--- src/rtl/arith_pkg.sv ---
// Shared op encodings and the per-stage record used by the arithmetic pipeline.
`ifndef ARITH_PKG_SV
`define ARITH_PKG_SV

// Stage record {valid, carry, result}; a macro because package types cannot take a width parameter.
`define ARITH_STAGE_T(W) struct packed { logic valid; logic carry; logic [(W)-1:0] result; }

package arith_pkg;

    typedef enum logic [1:0] {
        OP_ADD = 2'd0,
        OP_SUB = 2'd1,
        OP_DBL = 2'd2,
        OP_ACC = 2'd3
    } op_t;

    localparam int OP_W = 2;

endpackage

`endif

--- src/rtl/arith_core.sv ---
// Combinational WIDTH+1 bit compute of one operation; successor of the flat doubler leaf.
module arith_core
    import arith_pkg::*;
#(
    parameter int WIDTH = 8
) (
    input  logic [OP_W-1:0]  i_op,
    input  logic [WIDTH-1:0] i_a,
    input  logic [WIDTH-1:0] i_b,
    input  logic [WIDTH-1:0] i_acc,
    output logic [WIDTH:0]   o_sum
);

    logic [WIDTH:0] w_sum;

    // For SUB the top bit of the widened difference is the unsigned borrow.
    always_comb begin
        w_sum = '0;
        case (op_t'(i_op))
            OP_ADD:  w_sum = {1'b0, i_a} + {1'b0, i_b};
            OP_SUB:  w_sum = {1'b0, i_a} - {1'b0, i_b};
            OP_DBL:  w_sum = {1'b0, i_a} + {1'b0, i_a};
            OP_ACC:  w_sum = {1'b0, i_acc} + {1'b0, i_a};
            default: w_sum = '0;
        endcase
    end

    assign o_sum = w_sum;

endmodule

--- src/rtl/arith_pipe_unit.sv ---
// Pipelined add/sub/double/accumulate unit with valid/ready on both sides.
module arith_pipe_unit
    import arith_pkg::*;
#(
    parameter int WIDTH  = 8,
    parameter int STAGES = 2
) (
    input  logic             clk,
    input  logic             reset,
    input  logic             in_valid,
    output logic             in_ready,
    input  logic [1:0]       op,
    input  logic [WIDTH-1:0] a,
    input  logic [WIDTH-1:0] b,
    output logic             out_valid,
    input  logic             out_ready,
    output logic [WIDTH-1:0] result,
    output logic             carry,
    output logic [WIDTH-1:0] acc_out
);

    typedef `ARITH_STAGE_T(WIDTH) stage_t;

    stage_t              r_stg [STAGES];
    logic [WIDTH-1:0]    r_acc;
    logic [STAGES-1:0]   w_vld;
    logic [STAGES-1:0]   w_en;
    logic [WIDTH:0]      w_sum;
    logic                w_accept;

    arith_core #(.WIDTH(WIDTH)) u_core (
        .i_op  (op),
        .i_a   (a),
        .i_b   (b),
        .i_acc (r_acc),
        .o_sum (w_sum)
    );

    // Stage k may load when the consumer takes or any stage at or after k is empty;
    // flattened form of the ripple so there is no self-referencing bit chain.
    genvar g;
    generate
        for (g = 0; g < STAGES; g++) begin : g_stage
            assign w_vld[g] = r_stg[g].valid;
            assign w_en[g]  = out_ready | ~(&w_vld[STAGES-1:g]);
        end
    endgenerate

    assign in_ready = w_en[0];
    assign w_accept = in_valid & w_en[0];

    always_ff @(posedge clk) begin
        if (reset) begin
            for (int k = 0; k < STAGES; k++) r_stg[k] <= '0;
            r_acc <= '0;
        end else begin
            if (w_en[0])
                r_stg[0] <= '{valid: w_accept, carry: w_sum[WIDTH], result: w_sum[WIDTH-1:0]};
            for (int k = 1; k < STAGES; k++)
                if (w_en[k]) r_stg[k] <= r_stg[k-1];
            // Updating at accept lets back-to-back ACCs chain without a hazard.
            if (w_accept && op_t'(op) == OP_ACC)
                r_acc <= w_sum[WIDTH-1:0];
        end
    end

    assign out_valid = r_stg[STAGES-1].valid;
    assign result    = r_stg[STAGES-1].result;
    assign carry     = r_stg[STAGES-1].carry;
    assign acc_out   = r_acc;

endmodule

--- config.mk ---
export PLATFORM = sky130hd
export DESIGN_NAME = arith_pipe_unit
export DESIGN_NICKNAME = d
export VERILOG_FILES = /design/src/rtl/arith_pkg.sv /design/src/rtl/arith_core.sv /design/src/rtl/arith_pipe_unit.sv
export SDC_FILE = /design/constraint.sdc
export NUM_CORES = 1
export LEC_CHECK = 0
export BUFFER_PORTS_ARGS = -buffer_cell sky130_fd_sc_hd__buf_2
export CAP_MARGIN = 40
export CORE_MARGIN = 2
export CORE_UTILIZATION = 35
export CTS_CLUSTER_SIZE = 12
export DETAILED_ROUTE_END_ITERATION = 16
export GPL_TIMING_DRIVEN = 0
export SLEW_MARGIN = 15
export SYNTH_ARGS = -nofsm -noshare
export SYNTH_HDL_FRONTEND = slang
export SYNTH_SLANG_ARGS = --single-unit
--- constraint.sdc ---
create_clock -name clk -period 7.6 [get_ports clk]
set_input_delay 0.38 -clock clk [delete_from_list [all_inputs] [get_ports clk]]
set_output_delay 0.38 -clock clk [all_outputs]
set_load 0.02 [all_outputs]
==> impl_metrics.ini, run 1 <==
[outcome]
status = finished, final reports clean

[floorplan]
initial_utilization = 0.362
rows = 26
coreArea_sq_um = 5070
die_area_sq_um = 5850
io_pins = 41
die_h_microns = 76.5
die_width_microns = 76.5

[logic_synthesis]
syn_area_per_cell_sq_um = 10.2
async_reset_ff_frac = 0
postSynthCellCount = 181
yosysWarnings = 0
ys_ff_latch = 28
syn_nets = 213
synth_edf_count = 20
synth_ff_type = edfxtp_1
synth.distinct_cells = 44
syn_area_sq_um = 1840
ys_seq_area_frac = 0.414

[sta]
period_share = 0.359
rsz0062_at_grt = no
setup_violations = 0
fin_ws_ps = 4870
fmax_ghz = 0.367
finalSetupTns_ps = 0
fin_skew_ps = 5.43
hold_viol_final = 0
slew-limit-headroom = 0.688
slew_violations = 0
worst_pin_slew_ps = 469
min_period_ps = 2730

[drt]
antenna_left = 0
drt_iter0_markers = 75
vias_per_cell = 4.63
first_pass_iters = 4
drt_drc_violations_left = 0
routedWlPerCell_microns = 11.9
routed_wl_microns = 3500
vias = 1361

[pwr]
power.density_nw_per_um2 = 175
p_switching_uw = 109
p_leak_nw = 0.977
seq_power_share = 0.492
pwr-share-clk = 0.215
combinationalPowerShare = 0.293
vdd_drop_max_mv = 0.0747
swShare = 0.286
power.internal_uw = 272

[clocking]
cts_sinks = 28
post-cts-setup-buffer-count = 0
hold_buffers = 0
cts_tree = built
clockRootBuffer = clkbuf_8
clk_latency_ps = 270
htreeDepth = 1
cts_resized = 0
clk_pin_slew_ps = 90
cts_buffer_depth = 2
cts_buffers = 3

[placed_design]
pre_cts_ws_ps = 4570
port_buffers = 39
gp_congestion = 0.769
dp_hpwl_microns = 2790

[global_route]
antenna_found_initial = 0
grt_overflow = 0
grt_use_total = 0.125
grt_max_degree = 16
grt_pass1_wl_microns = 5950
grt_pass1_vias = 1267

[cells_and_area]
drive_gt1_frac = 0.281
final_util = 0.427
fin_nets = 257
fillCellCount = 538
num_antenna_cells = 0
syn2layout_area_growth_pct = 17.8

[worst_setup_path]
endpoint_kind = register
cp_max_fo = 5
criticalPathCategory = input pin to register
slowest_stage = or3_1
cp-start-kind = input pin
critPathTopFamily = simple AND/OR/NAND/NOR gates
critPathBufInv = 1
worstPathCellList = buf_2 -> or3_1 -> or3_4 -> o31ai_2 -> mux4_1 -> o31a_1 -> ha_1 -> a21oi_1 -> nand2_1 -> o21ai_0 -> xor2_1 -> nor2_1
arrival_ps = 2750
cp.required_ps = 7630
slowest_delay_ps = 390

[worst_hold_path]
hp-class = input pin to register

[job]
drv_cap = 0
[worst register-to-register path, cell delays in order (launching register included)]
cell	delay, ps
dfxtp_1	360
mux2i_1	80
a21oi_1	150
ha_1	180
inv_1	50
fa_1	390
nor2b_1	200
o21ai_0	170
a21oi_1	300
nor4b_1	100
a221o_1	270
[Yosys cell counts (4+ instances only)]
cell | instances | area (sq um)
edfxtp_1 | 20 | 601
nor2_1 | 23 | 86.3
dfxtp_1 | 8 | 160
nor2b_1 | 7 | 43.8
a21oi_1 | 11 | 55.1
xnor2_1 | 5 | 43.8
inv_1 | 7 | 26.3
nand2_1 | 13 | 48.8
mux2i_1 | 4 | 40.0
ha_1 | 9 | 113
buf_4 | 8 | 60.1
o21ai_0 | 6 | 30.0
clkbuf_1 | 4 | 15.0
and2_1 | 11 | 68.8
[logic make-up (layout without fill, tap and decap cells)]
kind of cell	count (synthesis)	after routing	share of synthesized area
mux	8	8	0.0728
simple gates	73	73	0.205
xor+xnor	8	8	0.0381
buf+inv	22	65	0.0776
compound gates	32	32	0.120
fa+ha+maj	10	10	0.0721
flops	28	28	0.414
[layout by cell type, fill, tap and decap left out, types with 2 or more instances in the layout]
master and n:
a221o_1 3, nor2_1 23, o21a_1 2, mux2i_1 4, xnor2_1 5, mux4_2 3
clkbuf_1 5, and2_1 11, o21ai_0 6, dfxtp_1 8, inv_1 7, edfxtp_1 20
a21oi_1 11, nand2_1 13, nand2b_1 2, nor2b_1 7, or2_2 2, buf_4 8
nor3_1 3, nor4b_1 2, xor2_1 3, buf_2 39, clkbuf_8 6, o31a_1 2
ha_1 9
[metrics by stage]
step	area [sq um]	hold WS, ps	total power [mW]	instances
2_1_floorplan	1840	497	0.273	181
3_3_place_gp	2120	504	0.302	290
3_5_place_dp	2120	506	0.303	290
4_1_cts	2170	408	0.384	294
5_1_grt	2170	434	0.404	294
6_report	2170	416	0.380	294
[cell type report]
| class | instances | area (sq um) | share of cell area |
|---|---|---|---|
| Clock buffer | 4 | 45.0 | 0.0208 |
| Sequential cell | 28 | 761 | 0.351 |
| Multi-Input combinational cell | 131 | 936 | 0.432 |
| Inverter | 7 | 26.3 | 0.0121 |
| Tap cell | 70 | 87.6 | 0.0404 |
| Timing Repair Buffer | 39 | 195 | 0.0901 |
| Buffer | 15 | 116 | 0.0537 |
[path summary, 6_finish.rpt]
check                                    end  slack [ps]  cells after the start        start
worst max-delay path             r_stg[0][8]        4870                     12         b[2]
worst min-delay path             r_stg[0][9]         420                      2     in_valid
worst max register to register    acc_out[6]        5260                     10   acc_out[0]
worst min register to register  r_stg[0][10]         520                      1  r_stg[0][0]
[sequential cells by signal, summed over array words and instances (netlist names)]
| name | count |
|---|---|
| r_stg | 20 |
| acc_out | 8 |
[power by group through the flow]
stage | Combinational, mW | Clock [mW] | Sequential, mW
CTS | 0.113 | 0.0843 | 0.187
global placement | 0.111 | 0 | 0.191
global route | 0.125 | 0.0902 | 0.189
floorplan | 0.0792 | 0 | 0.194
detailed placement | 0.112 | 0 | 0.191
finish | 0.111 | 0.0818 | 0.187
[layer usage]
metal	part of all wire	up-vias	track usage
li1	-	722	-
met1	0.49	597	0.176
met2	0.45	38	0.196
met3	0.041	4	0.0107
met4	0.018	0	0.0600
met5	0	-	0
Note: power is estimated with default switching activity, not from simulation.
==> run 2, diff against run 1 <==
- ABC_AREA: unset -> 1
- clock period: 7.6 -> 2.3 ns (I/O delays scaled with it)
==> run 2 against run 1 <==
Compared with the run above:
- global-route usage grew 1.6 points
- setup slack lost 4600 ps
- combinational power grew to 3.4 times the previous value
- clock skew shrank 1.3 ps
- sequential power grew to 3.3 times the previous value
- register-to-register slack lost 5000 ps
- critical path depth shrank 1
- non-clock buffer count shrank 3
- critical endpoint is now r_stg[0][4]
- largest cell class unchanged
- highest routed layer unchanged
==> impl_metrics.ini, run 2 <==
[cells_and_area]
final_cell_mix = 48 x nand2_1, 47 x inv_1, 40 x buf_2, 27 x nor2_1, 20 x edfxtp_1
fillCellCount = 585
num_antenna_cells = 0
final_util = 0.420
fin_nets = 331
syn2layout_area_growth_pct = 17.5
final_cell_area_sq_um = 2280
drive_gt1_frac = 0.245
regMostFlops = r_stg
final_common_cell = nand2_1
largest_reg_flops = 20
fin_cells = 370

[sta]
fin_skew_ps = 4.13
period_share = 0.893
finalSetupTns_ps = 0
worst_pin_slew_ps = 444
slew_violations = 0
slew-limit-headroom = 0.703
fmax_ghz = 0.487
min_period_ps = 2050
rsz0062_at_grt = no
setup_violations = 0
hold_viol_final = 0

[logic_synthesis]
synth_area_leader_cell = edfxtp_1
synth_common_cells = 48 x nand2_1, 47 x inv_1, 27 x nor2_1
ys_seq_area_frac = 0.392
synth_top_area_frac = 0.309
synthTopCellsByArea = edfxtp_1 31%, nand2_1 9.3%, inv_1 9.1%
syn_nets = 286
synth_edf_count = 20
syn_area_sq_um = 1940
async_reset_ff_frac = 0
postSynthCellCount = 254
synth_ff_type = edfxtp_1
synth.distinct_cells = 31
yosysWarnings = 0
ys_ff_latch = 28
yosysMostFrequentCell = nand2_1
syn_area_per_cell_sq_um = 7.65

[placed_design]
dp.cells = 365
port_buffers = 39
dp_hpwl_microns = 3410
gp_congestion = 0.880
placed_area_sq_um = 2230

[worst_setup_path]
cp-start-kind = register
r2r_end = r_stg[0][4]
reg2reg_depth = 11
cp_max_fo = 3
endpoint_kind = register
r2r-start = acc_out[0]
cp.required_ps = 2420
r2r_slack_ps = 250
arrival_ps = 2170
criticalPathCategory = register to register

[global_route]
grt_overflow = 0
grt_max_degree = 16
grt_use_total = 0.142
antenna_found_initial = 0
grt_pass1_vias = 1568
grt_pass1_wl_microns = 7090

[clocking]
hold_buffers = 0
cts_buffer_depth = 2
cts_tree = built
clockRootBuffer = clkbuf_8
clk_latency_ps = 260
cts_buffers = 3
cts_sinks = 28
clk_pin_slew_ps = 90
htreeDepth = 1

[pwr]
power.density_nw_per_um2 = 542
vdd_drop_max_mv = 0.189
p_leak_nw = 1.18
finalPower_mw = 1.24

[floorplan]
rows = 27
die_h_microns = 78.5
coreArea_sq_um = 5440
die_area_sq_um = 6160
die_width_microns = 78.5
io_pins = 41
initial_utilization = 0.357

[worst_hold_path]
hp-start = reset
hp-class = input pin to register
min_to = acc_out[6]
min_path_cells = 4

[drt]
vias = 1674
routedWlPerCell_microns = 10.9
antenna_left = 0
first_pass_iters = 4
drt_drc_violations_left = 0
drt_iter0_markers = 101
vias_per_cell = 4.52
routed_wl_microns = 4050

[job]
drv_cap = 0

[outcome]
status = finished, final reports clean
==> run 2: critical path: stages, from the launching register on <==
cell,delay [ps]
dfxtp_1,380
nand2_1,70
o211ai_1,80
ha_1,190
inv_1,60
fa_1,390
inv_1,70
nand2_1,40
nand2_1,110
nand2_1,80
or2_2,290
a21oi_1,140
==> run 2: what timing repair did <==
action / 4_1_cts / 5_1_grt
setup buffers: 0 / 1
resized for setup: 0 / 1
setup endpoints to repair: 0 / 2
==> run 2: worst max-delay path by stage <==
stage	start	end	slack, ps	cells after the start
after floorplan	acc_out[3]	r_stg[0][8]	310	10
after global placement	b[0]	r_stg[0][7]	100	14
after detailed placement	b[0]	r_stg[0][7]	80	14
after CTS	acc_out[3]	r_stg[0][8]	200	10
after global routing	acc_out[0]	r_stg[0][4]	5	11
final	acc_out[0]	r_stg[0][4]	250	11
==> run 2: area by class of cell <==
cell class | instances | area [sq um] | area share
Buffer | 11 | 96.3 | 0.0422
Clock buffer | 3 | 41.3 | 0.0181
Clock inverter | 1 | 3.75 | 0.00164
Inverter | 52 | 200 | 0.0877
Multi-Input combinational cell | 163 | 886 | 0.388
Sequential cell | 28 | 762 | 0.334
Tap cell | 72 | 90.1 | 0.0395
Timing Repair Buffer | 40 | 203 | 0.0888
==> run 2: power by group <==
part,switching (mW),internal (mW)
registers,0.0160,0.595
clock network,0.133,0.119
logic,0.225,0.148
total,0.374,0.863
==> run 2: kinds of logic after synthesis <==
logic type | count (synthesis) | synth area share
AOI/OAI and AO/OA | 41 | 0.121
xor gates and xnor gates | 1 | 0.00451
adders and majority gates | 10 | 0.0683
buffers and inverters | 63 | 0.153
DFF | 28 | 0.392
and+or+nand+nor | 111 | 0.262
==> run 2: stage by stage <==
step | worst slack (ps) | hold slack (ps)
after CTS | 204 | 201
after detailed placement | 80.5 | 481
after global routing | 5.01 | 225
after global placement | 97.8 | 479
final | 246 | 201
after floorplan | 308 | 260
==> run 2: per-layer routing <==
| layer | wire length, microns | vias to the layer above | track usage | share of wire |
|---|---|---|---|---|
| met3 | 174 | 2 | 0.0138 | 0.043 |
| met4 | 28 | 0 | 0.0316 | 0.0069 |
| met1 | 1920 | 733 | 0.192 | 0.47 |
| met5 | 0 | - | 0 | 0 |
| li1 | - | 903 | - | - |
| met2 | 1920 | 36 | 0.244 | 0.48 |
